==> src/rtl/lamp_fpu_log_iter.sv <==
// lamp_fpu_log_iter: multi-cycle log2 / ln / log10 unit for the lampFPU datapath.
// It computes the fractional part of log2 by repeated mantissa squaring, one bit
// per cycle, then applies a constant scale for ln/log10. Finally it normalises
// and rounds the result into packed sign/exponent/fraction fields.
module lamp_fpu_log_iter #(
    parameter int LAMP_FLOAT_E_DW = 8,
    parameter int LAMP_FLOAT_F_DW = 7,
    parameter int LOG_ITERS       = LAMP_FLOAT_F_DW + 3,
    parameter int CONST_FW        = LOG_ITERS + 2
) (
    input  logic                       clk,
    input  logic                       rst,
    input  logic                       doLog_i,
    input  logic [1:0]                 mode_i,
    input  logic                       s_op_i,
    input  logic [LAMP_FLOAT_E_DW-1:0] e_op_i,
    input  logic [LAMP_FLOAT_F_DW-1:0] f_op_i,
    input  logic                       isZ_op_i,
    input  logic                       isInf_op_i,
    input  logic                       isSNAN_op_i,
    input  logic                       isQNAN_op_i,
    output logic                       ready_o,
    output logic                       valid_o,
    output logic                       s_res_o,
    output logic [LAMP_FLOAT_E_DW-1:0] e_res_o,
    output logic [LAMP_FLOAT_F_DW-1:0] f_res_o,
    output logic                       isInvalid_o,
    output logic                       isInexact_o
);

    localparam int E_DW  = LAMP_FLOAT_E_DW;
    localparam int F_DW  = LAMP_FLOAT_F_DW;
    localparam int BIAS  = (1 << (E_DW - 1)) - 1;
    localparam int Y_FW  = F_DW + LOG_ITERS;       // fraction bits of the squaring register
    localparam int YW    = Y_FW + 1;               // plus the integer bit
    localparam int SQW   = 2 * YW;                 // full square width
    localparam int IW    = E_DW + 1;               // signed integer part of log2
    localparam int LW    = IW + LOG_ITERS;         // fixed-point log2 value
    localparam int KW    = CONST_FW + 2;           // signed scale constant (holds 1.0 too)
    localparam int PW    = LW + KW;                // full product width
    localparam int PF    = LOG_ITERS + CONST_FW;   // fraction bits of the product
    localparam int LZW   = $clog2(PW);
    localparam int CNT_W = $clog2(LOG_ITERS + 1);

    // Scale constants rounded to nearest at CONST_FW fraction bits; log2 uses exactly 1.0
    // so every mode shares the same product format.
    localparam real LN2_R    = 0.6931471805599453;
    localparam real LG2_R    = 0.3010299956639812;
    localparam int  LN2_INT  = $rtoi(LN2_R * (2.0 ** CONST_FW) + 0.5);
    localparam int  LG2_INT  = $rtoi(LG2_R * (2.0 ** CONST_FW) + 0.5);
    localparam logic signed [KW-1:0] LN2_K  = KW'(LN2_INT);
    localparam logic signed [KW-1:0] LG2_K  = KW'(LG2_INT);
    localparam logic signed [KW-1:0] LOG2_K = KW'(1 << CONST_FW);

    typedef enum logic [2:0] {
        IDLE  = 3'd0,
        ITER  = 3'd1,
        SCALE = 3'd2,
        NORM  = 3'd3,
        DONE  = 3'd4
    } state_t;

    state_t state, state_nxt;

    logic [CNT_W-1:0]        cnt;
    logic [YW-1:0]           y;
    logic [LOG_ITERS-1:0]    frac_bits;
    logic signed [IW-1:0]    int_part;
    logic [1:0]              mode_q;
    logic signed [PW-1:0]    prod;

    // Staged result, copied to the outputs when DONE retires.
    logic                    res_s;
    logic [E_DW-1:0]         res_e;
    logic [F_DW-1:0]         res_f;
    logic                    res_inv;
    logic                    res_inx;

    logic accept;
    assign ready_o = (state == IDLE) && !valid_o;
    assign accept  = doLog_i && ready_o;

    // Special-operand classification, evaluated on the incoming operand.
    logic            spec_hit;
    logic            spec_s;
    logic [E_DW-1:0] spec_e;
    logic [F_DW-1:0] spec_f;
    logic            spec_inv;

    // Special class priority: sNaN, qNaN, zero/subnormal, negative, +inf.
    always_comb begin
        spec_hit = 1'b1;
        spec_s   = 1'b0;
        spec_e   = '1;
        spec_f   = {1'b1, {(F_DW-1){1'b0}}};
        spec_inv = 1'b0;
        if (isSNAN_op_i) begin
            spec_inv = 1'b1;
        end else if (isQNAN_op_i) begin
            spec_inv = 1'b0;
        end else if (isZ_op_i || (e_op_i == '0)) begin
            spec_s = 1'b1;
            spec_f = '0;
        end else if (s_op_i) begin
            spec_inv = 1'b1;
        end else if (isInf_op_i) begin
            spec_f = '0;
        end else begin
            spec_hit = 1'b0;
        end
    end

    // Squaring step: y in [1,2) so y*y lies in [1,4); bit SQW-1 flags y*y >= 2.
    logic [SQW-1:0] sq;
    logic           sq_ge2;
    logic [YW-1:0]  y_nxt;
    assign sq     = SQW'(y) * SQW'(y);
    assign sq_ge2 = sq[SQW-1];
    assign y_nxt  = sq_ge2 ? sq[SQW-1 -: YW] : sq[SQW-2 -: YW];

    // Scale: signed fixed-point log2 times the mode constant, full width kept.
    logic signed [LW-1:0] l_val;
    logic signed [KW-1:0] k_sel;
    logic signed [PW-1:0] l_ext;
    logic signed [PW-1:0] k_ext;
    logic signed [PW-1:0] prod_nxt;

    // Mode constant select; the reserved encoding behaves as log2.
    always_comb begin
        k_sel = LOG2_K;
        case (mode_q)
            2'b01:   k_sel = LN2_K;
            2'b10:   k_sel = LG2_K;
            default: k_sel = LOG2_K;
        endcase
    end

    assign l_val    = {int_part, frac_bits};
    assign l_ext    = {{(PW-LW){l_val[LW-1]}}, l_val};
    assign k_ext    = {{(PW-KW){k_sel[KW-1]}}, k_sel};
    assign prod_nxt = l_ext * k_ext;

    // Normalisation and round-to-nearest-even of the product magnitude.
    logic [PW-1:0]   mag;
    logic [LZW-1:0]  lead;
    logic [LZW-1:0]  shamt;
    logic [PW-1:0]   norm;
    logic [F_DW-1:0] mant_frac;
    logic            guard;
    logic            sticky;
    logic            rnd_up;
    logic [F_DW:0]   mant_sum;
    logic            n_s;
    logic [E_DW-1:0] n_e;
    logic [F_DW-1:0] n_f;
    logic            n_inx;
    int              e_calc;

    // Leading-one detect, shift to hidden-bit position, round, build fields.
    always_comb begin
        mag = prod[PW-1] ? $unsigned(-prod) : $unsigned(prod);
        lead = '0;
        for (int i = 0; i < PW; i++) begin
            if (mag[i]) lead = i[LZW-1:0];
        end
        shamt     = LZW'(PW - 1) - lead;
        norm      = mag << shamt;
        mant_frac = norm[PW-2 -: F_DW];
        guard     = norm[PW-2-F_DW];
        sticky    = |norm[PW-3-F_DW:0];
        rnd_up    = guard & (sticky | mant_frac[0]);
        mant_sum  = {1'b0, mant_frac} + {{F_DW{1'b0}}, rnd_up};
        e_calc    = BIAS - PF + int'(lead) + int'(mant_sum[F_DW]);
        n_s       = prod[PW-1];
        n_e       = e_calc[E_DW-1:0];
        n_f       = mant_sum[F_DW-1:0];
        n_inx     = guard | sticky;
        if (mag == '0) begin
            n_s   = 1'b0;
            n_e   = '0;
            n_f   = '0;
            n_inx = 1'b0;
        end
    end

    // FSM state register.
    always_ff @(posedge clk or negedge rst) begin
        if (!rst) state <= IDLE;
        else      state <= state_nxt;
    end

    // FSM next-state logic.
    always_comb begin
        state_nxt = state;
        case (state)
            IDLE:    if (accept) state_nxt = spec_hit ? DONE : ITER;
            ITER:    if (cnt == '0) state_nxt = SCALE;
            SCALE:   state_nxt = NORM;
            NORM:    state_nxt = DONE;
            DONE:    state_nxt = IDLE;
            default: state_nxt = IDLE;
        endcase
    end

    // Datapath: operand capture, iteration, scaling, staged result.
    always_ff @(posedge clk or negedge rst) begin
        if (!rst) begin
            cnt       <= '0;
            y         <= '0;
            frac_bits <= '0;
            int_part  <= '0;
            mode_q    <= '0;
            prod      <= '0;
            res_s     <= 1'b0;
            res_e     <= '0;
            res_f     <= '0;
            res_inv   <= 1'b0;
            res_inx   <= 1'b0;
        end else begin
            case (state)
                IDLE: begin
                    if (accept) begin
                        mode_q    <= mode_i;
                        int_part  <= $signed({1'b0, e_op_i} - IW'(BIAS));
                        y         <= {1'b1, f_op_i, {LOG_ITERS{1'b0}}};
                        frac_bits <= '0;
                        cnt       <= CNT_W'(LOG_ITERS - 1);
                        if (spec_hit) begin
                            res_s   <= spec_s;
                            res_e   <= spec_e;
                            res_f   <= spec_f;
                            res_inv <= spec_inv;
                            res_inx <= 1'b0;
                        end
                    end
                end
                ITER: begin
                    y         <= y_nxt;
                    frac_bits <= {frac_bits[LOG_ITERS-2:0], sq_ge2};
                    cnt       <= cnt - 1'b1;
                end
                SCALE: begin
                    prod <= prod_nxt;
                end
                NORM: begin
                    res_s   <= n_s;
                    res_e   <= n_e;
                    res_f   <= n_f;
                    res_inv <= 1'b0;
                    res_inx <= n_inx;
                end
                default: begin
                end
            endcase
        end
    end

    // Output registers: updated together with the one-cycle valid strobe.
    always_ff @(posedge clk or negedge rst) begin
        if (!rst) begin
            valid_o     <= 1'b0;
            s_res_o     <= 1'b0;
            e_res_o     <= '0;
            f_res_o     <= '0;
            isInvalid_o <= 1'b0;
            isInexact_o <= 1'b0;
        end else begin
            valid_o <= (state == DONE);
            if (state == DONE) begin
                s_res_o     <= res_s;
                e_res_o     <= res_e;
                f_res_o     <= res_f;
                isInvalid_o <= res_inv;
                isInexact_o <= res_inx;
            end
        end
    end

endmodule

==> config.mk <==
export PLATFORM = sky130hd
export DESIGN_NAME = lamp_fpu_log_iter
export DESIGN_NICKNAME = d
export VERILOG_FILES = /design/src/rtl/lamp_fpu_log_iter.sv
export SDC_FILE = /design/constraint.sdc
export NUM_CORES = 1
export LEC_CHECK = 0
export CAP_MARGIN = 20
export CORE_UTILIZATION = 55
export CTS_CLUSTER_SIZE = 8
export DETAILED_ROUTE_END_ITERATION = 8
export HOLD_SLACK_MARGIN = 0.08
export PLACE_DENSITY_LB_ADDON = 0.1
export SLEW_MARGIN = 5
export SYNTH_ARGS = -nofsm -noshare
export SYNTH_HDL_FRONTEND = slang
export SYNTH_SLANG_ARGS = --single-unit
==> constraint.sdc <==
create_clock -name clk -period 7.54 [get_ports clk]
set_input_delay 1.131 -clock clk [delete_from_list [all_inputs] [get_ports clk]]
set_output_delay 1.131 -clock clk [all_outputs]
set_load 0.05 [all_outputs]
==> impl_metrics.json <==
{
  "run_status": "finished, final reports clean",
  "gp_congestion": 0.936,
  "initialDrtViolationCount": 1317,
  "cp.required_ps": 7860,
  "grtUsageTotal_pct": 27.7,
  "rsz0062_at_grt": "yes",
  "fillers": 3854,
  "final_cell_mix": "inv_1 (559), fa_1 (391), nand2_1 (242)",
  "yosysTopAreaCell": "fa_1",
  "die_area_mm2": 0.0465,
  "hold_path_class": "reg -> reg",
  "clk_latency_ps": 450,
  "critPathKind": "reg -> reg",
  "totalWireLength_mm": 61.5,
  "grt_pass1_wl_mm": 103,
  "route.detailed.drc": 0,
  "clkTransAtPathRegs_ps": 60,
  "synth_edf_count": 0,
  "slew_violations": 0,
  "cts_tree": "done",
  "syn_area_mm2": 0.0251,
  "cts-root-buf": "clkbuf_16",
  "die_h_um": 216,
  "arrival_ps": 7810,
  "overflow": 0,
  "final_area_mm2": 0.0280,
  "top_layer_used": "met4",
  "max-cap-violations": 0,
  "cp-start-kind": "register",
  "io_buffers": 44,
  "nNetsFinal": 3543,
  "yosys_warnings": 0,
  "die_width_um": 216,
  "cp_max_fo": 7,
  "fp.coreArea_mm2": 0.0446,
  "dr.pass1.iters": 6,
  "max_freq_ghz": 0.134,
  "clock_skew_ps": 13.7,
  "synthToLayoutAreaGrowth_pct": 11.6,
  "synth_area_leaders": "fa_1 (32%), ha_1 (12%), dfrtp_1 (12%)",
  "cts_buffers": 17,
  "start_util_pct": 56.3,
  "synth_cells": 2770,
  "grt_pass1_vias": 20200,
  "drive_gt1_share_pct": 12.5,
  "dpl_cell_area_mm2": 0.0269,
  "antenna_found_initial": 0,
  "slew_headroom_pct": 27.2,
  "syn_nets": 3437,
  "clock_sinks": 116,
  "async_flop_share_pct": 100,
  "finalSetupViolCount": 0,
  "cp_slowest_cell": "fa_1",
  "cts_buffer_depth": 2,
  "synth-seq-area-share_pct": 11.6,
  "multi_input_area_mm2": 0.0199,
  "final_common_cell": "inv_1",
  "ys_ff_latch": 116,
  "met2_length_mm": 29.0,
  "finalHoldViolCount": 0,
  "n_antenna_cell": 0,
  "htree_num_levels": 4,
  "wl_per_cell_um": 17.7,
  "yosys.cell_types.count": 92,
  "wl_met1_mm": 28.5,
  "worst_pin_slew_ps": 1090,
  "synth_top_area_share_pct": 31.6,
  "cp_common_cell": "fa_2",
  "fp-row-count": 77,
  "slowest_delay_ps": 560,
  "period_share_pct": 99.3,
  "io_pins": 45,
  "crit_path_end_kind": "register",
  "hold_buffers": 0,
  "layout_min_cycle_time_ps": 7490,
  "vias": 19400,
  "seq_area_mm2": 0.00291,
  "vias_per_cell": 5.57,
  "wl_met3_mm": 3.07,
  "grt_max_degree": 70,
  "r2r_setup_slack_ps": 50,
  "dp_hpwl_mm": 51.1,
  "avgSynthCellArea_um2": 9.07,
  "ant_nets": 0,
  "synth_top_flop_cell": "dfrtp_1"
}
## area by class of cell
class	count	area share (%)
Multi-Input combinational cell	1966	71.0
Sequential cell	116	10.4
Inverter	573	7.69
Timing Repair Buffer	202	6.07
Tap cell	592	2.64
Clock buffer	20	1.59
Clock inverter	12	0.634
## registers in the layout, summed over array words and instances (netlist names), 2 cells and up
register   flops
frac_bits     10
prod          33
state          3
res_f          7
cnt            4
mode_q         2
y             18
res_e          8
int_part       9
e_res_o        8
f_res_o        7
## final timing paths
kind / from / to / cells after the start
worst max-delay path: y[10]$_DFFE_PN0P_ / y[3]$_DFFE_PN0P_ / 29
worst min-delay path: res_e[5]$_DFFE_PN0P_ / res_e[5]$_DFFE_PN0P_ / 1
worst max register to register: y[10]$_DFFE_PN0P_ / y[3]$_DFFE_PN0P_ / 29
worst min register to register: res_e[5]$_DFFE_PN0P_ / res_e[5]$_DFFE_PN0P_ / 1
max in group asynchronous: rst / y[10]$_DFFE_PN0P_ / 2
min in group asynchronous: rst / res_inx$_DFFE_PN0P_ / 1
## cells by family after synthesis
family | Yosys count | synth area share (%)
buffers and inverters | 688 | 10.7
flip-flops | 116 | 11.6
XOR/XNOR | 120 | 4.21
AND/OR/NAND/NOR | 712 | 14.0
AO/OA/AOI/OAI | 405 | 11.0
adder cells (fa/ha/maj) | 642 | 43.8
multiplexers | 87 | 4.76
## worst max-delay path, delay by kind of cell (launching register included)
kind	cells	cell delay, ps
xor+xnor	1	310
flops	1	430
simple gates	4	430
buf+inv	7	810
compound gates	10	2110
fa+ha+maj	7	3260
## metal layers
metal	vias up	global-route usage [%]
met2	487	44.6
met5	-	0
li1	9132	-
met1	9689	40.0
met3	69	3.37
met4	0	6.03
## cell usage after synthesis (20+ instances only)
cell,n
nor2b_1,28
xnor2_1,77
nand3_1,49
inv_1,569
nor3_1,39
fa_1,396
nor2_1,114
clkbuf_1,84
ha_1,246
o21ai_0,104
nand2_1,251
xor2_1,42
mux2_2,39
a31oi_1,20
a21oi_1,77
a21o_1,26
mux2i_1,26
dfrtp_1,116
and2_1,114
## timing repair
item / in CTS / in global routing
resized for setup: 28 / 75
gates cloned: 1 / 0
buffers inserted: 8 / 6
setup endpoints to repair: 20 / 25
pin swaps: 27 / 19
## metrics by stage
| stage | std cells | TNS, ps | hold WS [ps] | util [%] | setup WS (ps) |
|---|---|---|---|---|---|
| global route | 3481 | -1870 | 514 | 62.8 | -213 |
| finish | 3481 | 0 | 486 | 62.8 | 50.4 |
| detailed placement | 3433 | -3580 | 481 | 60.3 | -308 |
| global placement | 3432 | -1180 | 474 | 60.3 | -155 |
| floorplan | 2770 | 0 | 444 | - | 10.9 |
| CTS | 3474 | 0 | 494 | 62.0 | 3.01 |
Power is left out: the tool's default activity adds up to more than one toggle a clock period on the data nets, which glitch-free logic cannot reach.
